<file path="config.mk">
export PLATFORM = sky130hd
export DESIGN_NAME = servo_cmd_decoder
export DESIGN_NICKNAME = d
export VERILOG_FILES = /design/src/rtl/servo_cmd_pkg.sv /design/src/rtl/servo_frame_timer.sv /design/src/rtl/servo_cmd_decoder.sv
export SDC_FILE = /design/constraint.sdc
export NUM_CORES = 1
export LEC_CHECK = 0
export BUFFER_PORTS_ARGS = -buffer_cell sky130_fd_sc_hd__buf_2
export CELL_PAD_IN_SITES_DETAIL_PLACEMENT = 1
export CELL_PAD_IN_SITES_GLOBAL_PLACEMENT = 1
export CORE_MARGIN = 2
export CORE_UTILIZATION = 50
export CTS_CLUSTER_SIZE = 8
export DETAILED_ROUTE_END_ITERATION = 10
export HOLD_SLACK_MARGIN = 0.12
export PLACE_DENSITY_LB_ADDON = 0.1
export SLEW_MARGIN = 0
export SYNTH_ARGS = -nofsm -noshare
export SYNTH_HDL_FRONTEND = slang
export SYNTH_HIERARCHICAL = 1
export SYNTH_SLANG_ARGS = --single-unit
</file>
<file path="constraint.sdc">
create_clock -name clk -period 5.34 [get_ports clk]
set_input_delay 0.801 -clock clk [delete_from_list [all_inputs] [get_ports clk]]
set_output_delay 0.801 -clock clk [all_outputs]
set_load 0.005 [all_outputs]
</file>
<file path="src/rtl/servo_cmd_pkg.sv">
// Shared constants, parser state encoding and frame checksum helper
// for the servo command decoder.
package servo_cmd_pkg;

  localparam logic [7:0] SYNC_BYTE = 8'hA5;

  localparam logic [1:0] ST_SYNC  = 2'd0;
  localparam logic [1:0] ST_ID    = 2'd1;
  localparam logic [1:0] ST_VALUE = 2'd2;
  localparam logic [1:0] ST_CHK   = 2'd3;

  typedef enum logic [1:0] {
    S_SYNC  = ST_SYNC,
    S_ID    = ST_ID,
    S_VALUE = ST_VALUE,
    S_CHK   = ST_CHK
  } state_e;

  // Expected CHK byte: SYNC ^ ID ^ VALUE, plain 8-bit XOR.
  function automatic logic [7:0] frame_chk(
    input logic [7:0] id,
    input logic [7:0] value
  );
    return SYNC_BYTE ^ id ^ value;
  endfunction

endpackage

</file>
<file path="src/rtl/servo_frame_timer.sv">
// Mid-frame idle timer. Ports: clk, rst (async high), clear, run,
// expired (one-cycle pulse when the idle count reaches its limit).
module servo_frame_timer #(
  parameter int TIMEOUT_CLKS = 120000
) (
  input  logic clk,
  input  logic rst,
  input  logic clear,
  input  logic run,
  output logic expired
);

  localparam int CW =
    (TIMEOUT_CLKS > 1) ? $clog2(TIMEOUT_CLKS) : 1;
  localparam logic [CW-1:0] LAST = CW'(TIMEOUT_CLKS - 1);

  logic [CW-1:0] cnt_q;

  // A clear in the same cycle suppresses expiry, so an
  // accepted byte always beats the timeout.
  assign expired = run && !clear && (cnt_q == LAST);

  always_ff @(posedge clk or posedge rst) begin
    if (rst) begin
      cnt_q <= '0;
    end else if (clear || !run || expired) begin
      cnt_q <= '0;
    end else begin
      cnt_q <= cnt_q + 1'b1;
    end
  end

endmodule

</file>
<file path="src/rtl/servo_cmd_decoder.sv">
// Framed servo command parser: SYNC, ID, VALUE, CHK -> per-channel value.
// Ports: clk, rst, rx_dv, rx_byte in; servo_value, servo_upd,
// frame_active, err_chk, err_id, err_timeout out (all registered).
module servo_cmd_decoder
  import servo_cmd_pkg::*;
#(
  parameter int         NUM_SERVOS    = 3,
  parameter logic [7:0] DEFAULT_VALUE = 8'd127,
  parameter int         TIMEOUT_CLKS  = 120000
) (
  input  logic                    clk,
  input  logic                    rst,
  input  logic                    rx_dv,
  input  logic [7:0]              rx_byte,
  output logic [8*NUM_SERVOS-1:0] servo_value,
  output logic [NUM_SERVOS-1:0]   servo_upd,
  output logic                    frame_active,
  output logic                    err_chk,
  output logic                    err_id,
  output logic                    err_timeout
);

  localparam logic [7:0] NUM_ID = 8'(NUM_SERVOS);

  state_e                  state_q;
  logic                    rx_dv_q;
  logic [7:0]              id_q;
  logic [7:0]              val_q;
  logic [8*NUM_SERVOS-1:0] value_q;
  logic [NUM_SERVOS-1:0]   upd_q;
  logic                    active_q;
  logic                    err_chk_q;
  logic                    err_id_q;
  logic                    err_to_q;
  logic                    accept;
  logic                    expired;

  // A long strobe is one byte: only the rising edge counts.
  assign accept = rx_dv && !rx_dv_q;

  servo_frame_timer #(
    .TIMEOUT_CLKS(TIMEOUT_CLKS)
  ) u_timer (
    .clk    (clk),
    .rst    (rst),
    .clear  (accept || (state_q == S_SYNC)),
    .run    (state_q != S_SYNC),
    .expired(expired)
  );

  always_ff @(posedge clk or posedge rst) begin
    if (rst) begin
      state_q   <= S_SYNC;
      rx_dv_q   <= 1'b0;
      id_q      <= '0;
      val_q     <= '0;
      value_q   <= {NUM_SERVOS{DEFAULT_VALUE}};
      upd_q     <= '0;
      active_q  <= 1'b0;
      err_chk_q <= 1'b0;
      err_id_q  <= 1'b0;
      err_to_q  <= 1'b0;
    end else begin
      rx_dv_q   <= rx_dv;
      upd_q     <= '0;
      err_chk_q <= 1'b0;
      err_id_q  <= 1'b0;
      err_to_q  <= 1'b0;
      if (accept) begin
        unique case (state_q)
          S_SYNC: begin
            if (rx_byte == SYNC_BYTE) begin
              state_q  <= S_ID;
              active_q <= 1'b1;
            end
          end
          S_ID: begin
            id_q    <= rx_byte;
            state_q <= S_VALUE;
          end
          S_VALUE: begin
            val_q   <= rx_byte;
            state_q <= S_CHK;
          end
          S_CHK: begin
            state_q  <= S_SYNC;
            active_q <= 1'b0;
            // Checksum failure outranks a bad ID.
            if (rx_byte != frame_chk(id_q, val_q)) begin
              err_chk_q <= 1'b1;
            end else if (id_q >= NUM_ID) begin
              err_id_q <= 1'b1;
            end else begin
              for (int n = 0; n < NUM_SERVOS; n++) begin
                if (id_q == 8'(n)) begin
                  value_q[8*n +: 8] <= val_q;
                  upd_q[n]          <= 1'b1;
                end
              end
            end
          end
        endcase
      end else if (expired) begin
        state_q  <= S_SYNC;
        active_q <= 1'b0;
        err_to_q <= 1'b1;
      end
    end
  end

  assign servo_value  = value_q;
  assign servo_upd    = upd_q;
  assign frame_active = active_q;
  assign err_chk      = err_chk_q;
  assign err_id       = err_id_q;
  assign err_timeout  = err_to_q;

endmodule

</file>
# --- Word-level counts from Yosys, hierarchy flattened ---
# Cells that the tools add are included.
word_totals:
  register_bits: 67
  out_inout_bits: 31
  word_cells: 74
op_classes:
  addsub: 1
  n_lt_le_gt_ge: 1
  n_eq_ne: 10
  n_mux: 25
  n_bitwise: 4
  reduce_logical: 20
op_table:
  columns: ["op", "count"]
  rows:
  - ["adder 17 x 1 -> 17 bit, second input constant", 1]
  - ["equality test 17 bit, second input constant", 1]
  - ["two-way mux 17 bit", 1]
  - ["two-way mux 1 bit", 15]
  - ["AND reduction 5 bit", 3]
  - ["two-way mux 3 bit", 4]
  - ["equality test 8 x 1 -> 1 bit, second input constant", 1]
  - ["equality test 8 x 2 -> 1 bit, second input constant", 1]
  - ["equality test 8 bit, second input constant", 1]
  - ["greater-or-equal comparator 8 x 2 -> 1 bit, second input constant", 1]
  - ["zero test 8 bit", 1]
  - ["!= test 8 bit", 1]
  - ["case mux 2 bit (4 select lines)", 1]
  - ["bitwise XOR 8 bit", 1]
  - ["two-way mux 2 bit", 3]
  - ["AND reduction 2 bit", 3]
  - ["equality test 2 bit, second input constant", 2]
  - ["inverter 4 bit", 1]
  - ["nonzero test 2 bit", 2]
  - ["logical AND 1 bit", 3]
  - ["zero test 1 bit", 3]
  - ["logical OR 1 bit", 3]
  - ["!= test 3 x 1 -> 1 bit, second input constant", 1]
  - ["!= test 3 x 2 -> 1 bit, second input constant", 1]
  - ["other kinds (5)", 6]

# --- Logic depth before layout (Yosys ltp) ---
logic_depth:
  word_depth: 8
  mapped_depth: 8
  ltp_nobuf: 8

# --- Cells and area by module ---
# The synthesis kept the hierarchy.
modules_own_cells:
  columns: ["mod", "n_inst", "cells_each", "area_per_inst_um2"]
  rows:
  - ["servo_cmd_decoder", 1, 143, 2280.9]
  - ["servo_frame_timer", 1, 89, 875.8]

# --- Worst setup path before layout ---
# No wires, ideal clock.
synth_path:
  path_type: "input-to-reg"
  start: "in rx_byte[3]"
  end: "reg value_q[23] (netlist: servo_value[23])"
  setup_ns: 0.125
  arrival_time_ns: 2.319
  t_required_ns: 5.215
  path_slack_ns: 2.896
  cell_stages: 5
  n_path_buf: 1
  cell_sequence: "xor3_1 -> nor4_4 -> and4_1 -> buf_6 -> mux2_2"
synth_via:
  elab_chain_len: 3
synth_rtl:
  columns: ["item", "line_no", "text"]
  rows:
  - ["start: declaration", "servo_cmd_decoder.sv:14", "input logic [7:0] rx_byte,"]
  - ["!= test 8 bit", "servo_cmd_decoder.sv:89", "if (rx_byte != frame_chk(id_q, val_q)) begin"]
  - ["inverter 1 bit (no source line)", null, null]
  - ["AND reduction 5 bit (no source line)", null, null]
  - ["end signal: assignment", "servo_cmd_decoder.sv:57", "value_q <= {NUM_SERVOS{DEFAULT_VALUE}};"]
  - ["end signal: indexed assignment", "servo_cmd_decoder.sv:96", "value_q[8*n +: 8] <= val_q;"]
  - ["end: declaration", "servo_cmd_decoder.sv:29", "logic [8*NUM_SERVOS-1:0] value_q;"]
# No other way between the ends.
# A chain may end at the register's enable or synchronous reset.

# --- Final worst setup path ---
# Ends and elaborated chain as after synthesis.

==> flow_metrics.py <==
metrics = {
    "synthesis": {
        "synthFlopType": "dfrtp_1",
        "yosysWarnings": 6,
        "synth.yosys.seq_area_share": 0.539,
        "synth.area.top_cells": "dfrtp_1 36%, dfstp_2 17%, mux2_2 14%",
        "ys_async_sr_fraction": 1.00,
        "synth_area_um2": 3160,
        "synth_seq_cells": 67,
        "synth.avg_cell_area_um2": 13.6,
        "syn_nets": 248,
        "ys_types": 43,
        "yosysTopAreaCellShare": 0.365,
        "syn_inst": 232,
        "synth_edf_count": 0,
        "synth_top_cell_by_area": "dfrtp_1",
    },
    "cts": {
        "clk_latency_ns": 0.33,
        "clockBufferDepth": 2,
        "clockRootBuffer": "clkbuf_8",
        "post_cts_resized": 0,
        "cts_hold_buffers": 0,
        "cts_num_sinks": 67,
        "cts_buffers": 9,
        "cts_tree": "done",
        "post_cts_buffers": 0,
        "htree_levels": 3,
        "cts.clk_slew.worst_paths_ns": 0.07,
    },
    "critical_path": {
        "cp_max_fo": 9,
        "critical_path_class": "primary input to flip-flop",
        "r2r_setup_slack_ns": 2.88,
        "critPathSlowestCell": "and4_1",
        "cp.required_ns": 5.56,
        "slowest_delay_ns": 0.54,
        "arrival_ns": 2.74,
        "cp-start-kind": "primary input",
        "crit_path_end_kind": "flip-flop",
        "cp_cell_sequence": "buf_2 > xor3_1 > nor4_4 > and4_1 > mux2_2",
    },
    "floorplan": {
        "ioPinCount": 42,
        "initial_utilization": 0.524,
        "die_x_um": 83.5,
        "core-area_um2": 6030,
        "die_area_um2": 6960,
        "num_rows": 28,
        "fp.dieH_um": 83.5,
    },
    "layout": {
        "syn2layout_area_growth_pct": 13.0,
        "layout_common_cells": "46 x dfrtp_1, 41 x buf_2, 39 x mux2_2",
        "mostFrequentLayoutCell": "dfrtp_1",
        "diodes": 0,
        "final_nets": 295,
        "layout-drive-gt1-share": 0.440,
        "final_area_um2": 3570,
    },
    "min_path": {
        "min-delay-path-class": "flip-flop to flip-flop",
    },
    "timing": {
        "finClkSkew_ns": 0.00892,
        "finalMaxSlewViolations": 0,
        "worst_pin_slew_ns": 1.02,
        "hold_viol": 0,
        "max_freq_mhz": 398,
        "tns_ns": 0,
        "relSlewSlack": 0.318,
        "setup_violations": 0,
        "min_period_ns": 2.51,
        "finalCritPeriodShare": 0.471,
        "grt_setup_unrepaired": "false",
    },
    "power_and_ir_drop": {
        "clkPwrFrac": 0.253,
        "pwr-share-comb": 0.260,
        "max-vdd-ir-drop_mv": 0.290,
        "p_leak_nw": 1.69,
        "p_sw_mw": 0.452,
        "powerDensity_nw_per_um2": 397,
        "power_frac_seq": 0.487,
        "swShare": 0.320,
        "p_int_mw": 0.962,
    },
    "drt": {
        "vias": 1948,
        "first_pass_iters": 4,
        "post_drt_via_cell_ratio": 5.43,
        "dr_wl_met3_um": 139,
        "wl_per_cell_um": 17.8,
        "highest_layer": "met4",
        "drtIter0Drc": 53,
        "final_antenna_net_count": 0,
        "wl_met2_mm": 3.33,
        "drt-met1-wl_mm": 2.83,
        "drc": 0,
        "wl_mm": 6.40,
    },
    "run": {
        "drv_cap": 0,
    },
    "grt": {
        "grt_pass1_vias": 2114,
        "grt_max_degree": 51,
        "overflow": 0,
        "track_usage": 0.199,
        "grt_pass1_wl_mm": 10.8,
        "antenna_found_initial": 0,
    },
    "place": {
        "dpl-instance-area_um2": 3410,
        "dp_hpwl_mm": 4.53,
        "place_congestion": 0.750,
        "portBuffers": 41,
    },
    "run_status": {
        "status": "complete, no violations",
    },
}
==> flip-flops by register name, summed over array words and instances (netlist names) <==
signal and cells:
val_q 8, servo_upd 3, id_q 8, servo_value 24, err_chk 1, rx_dv_q 1, err_id 1, state_q 2
frame_active 1, u_timer/cnt_q 17, err_timeout 1
==> cell families (layout without fill, tap and decap cells) <==
family | count (synthesis) | count (layout) | synth area share
AOI/OAI and AO/OA | 9 | 9 | 0.0281
xor gates and xnor gates | 23 | 23 | 0.101
adders and majority gates | 5 | 5 | 0.0198
buffers and inverters | 16 | 68 | 0.0289
DFF | 67 | 67 | 0.539
muxes | 40 | 40 | 0.143
and+or+nand+nor | 72 | 72 | 0.140
==> worst max-delay path, delay by kind of cell <==
kind | cells | cell delay [ns]
buffers and inverters | 1 | 0.13
XOR/XNOR | 1 | 0.41
AND/OR/NAND/NOR | 2 | 1.01
multiplexers | 1 | 0.38
==> worst paths after layout <==
| check | start | endpoint | cells past startpoint |
|---|---|---|---|
| setup / recovery | rx_byte[3] | servo_value[23]$_DFFE_PP0P_ | 5 |
| hold / removal | servo_value[7]$_DFFE_PP0P_ | servo_value[7]$_DFFE_PP0P_ | 1 |
| setup reg to reg | id_q[3]$_DFFE_PP0P_ | servo_value[23]$_DFFE_PP0P_ | 4 |
| hold reg to reg | servo_value[7]$_DFFE_PP0P_ | servo_value[7]$_DFFE_PP0P_ | 1 |
| max in group asynchronous | rst | err_id$_DFF_PP0_ | 2 |
| min in group asynchronous | rst | u_timer/cnt_q[3]$_DFF_PP0_ | 2 |
==> stage by stage <==
stage | setup slack, ns | hold WS [ns] | total power [mW] | cells | utilization
after global routing | 2.73 | 0.528 | 1.49 | 359 | 0.592
after detailed placement | 2.43 | 0.490 | 1.07 | 343 | 0.565
final | 2.83 | 0.519 | 1.41 | 359 | 0.592
after CTS | 2.82 | 0.523 | 1.43 | 359 | 0.592
after floorplan | 2.90 | 0.449 | 0.997 | 232 | -
after global placement | 2.55 | 0.475 | 1.04 | 343 | 0.565
==> power groups by stage <==
stage,combinational [mW],sequential [mW],clock [mW]
after floorplan,0.338,0.659,0
after global placement,0.354,0.690,0
final,0.368,0.689,0.358
after global routing,0.400,0.704,0.387
after CTS,0.372,0.690,0.370
after detailed placement,0.369,0.696,0
==> layer usage <==
metal / vias up / GRT usage
met2: 24 / 0.342
li1: 906 / -
met1: 1010 / 0.248
met3: 8 / 0.0356
met5: - / 0
met4: 0 / 0.0821
==> synthesized netlist by cell type (2+ instances only) <==
cell / n
a21oi_1: 2
buf_6: 2
clkbuf_1: 2
dfrtp_1: 46
dfstp_2: 21
ha_1: 5
inv_1: 11
mux2_2: 39
nand2_1: 9
nand3_1: 4
nand4_1: 4
nand4_4: 2
nor2_1: 23
nor2b_1: 3
nor3_1: 6
nor3b_1: 2
nor4_1: 5
or4bb_1: 2
xnor2_1: 14
xnor3_1: 3
xor3_1: 5
==> area by class of cell <==
class	count	area, µm²
Sequential cell	67	1700
Timing Repair Buffer	41	205
Inverter	11	41.3
Multi-Input combinational cell	149	1360
Clock inverter	5	30.0
Fill cell	654	2460
Tap cell	75	93.8
Clock buffer	11	131
(Power assumes the default switching activity.)
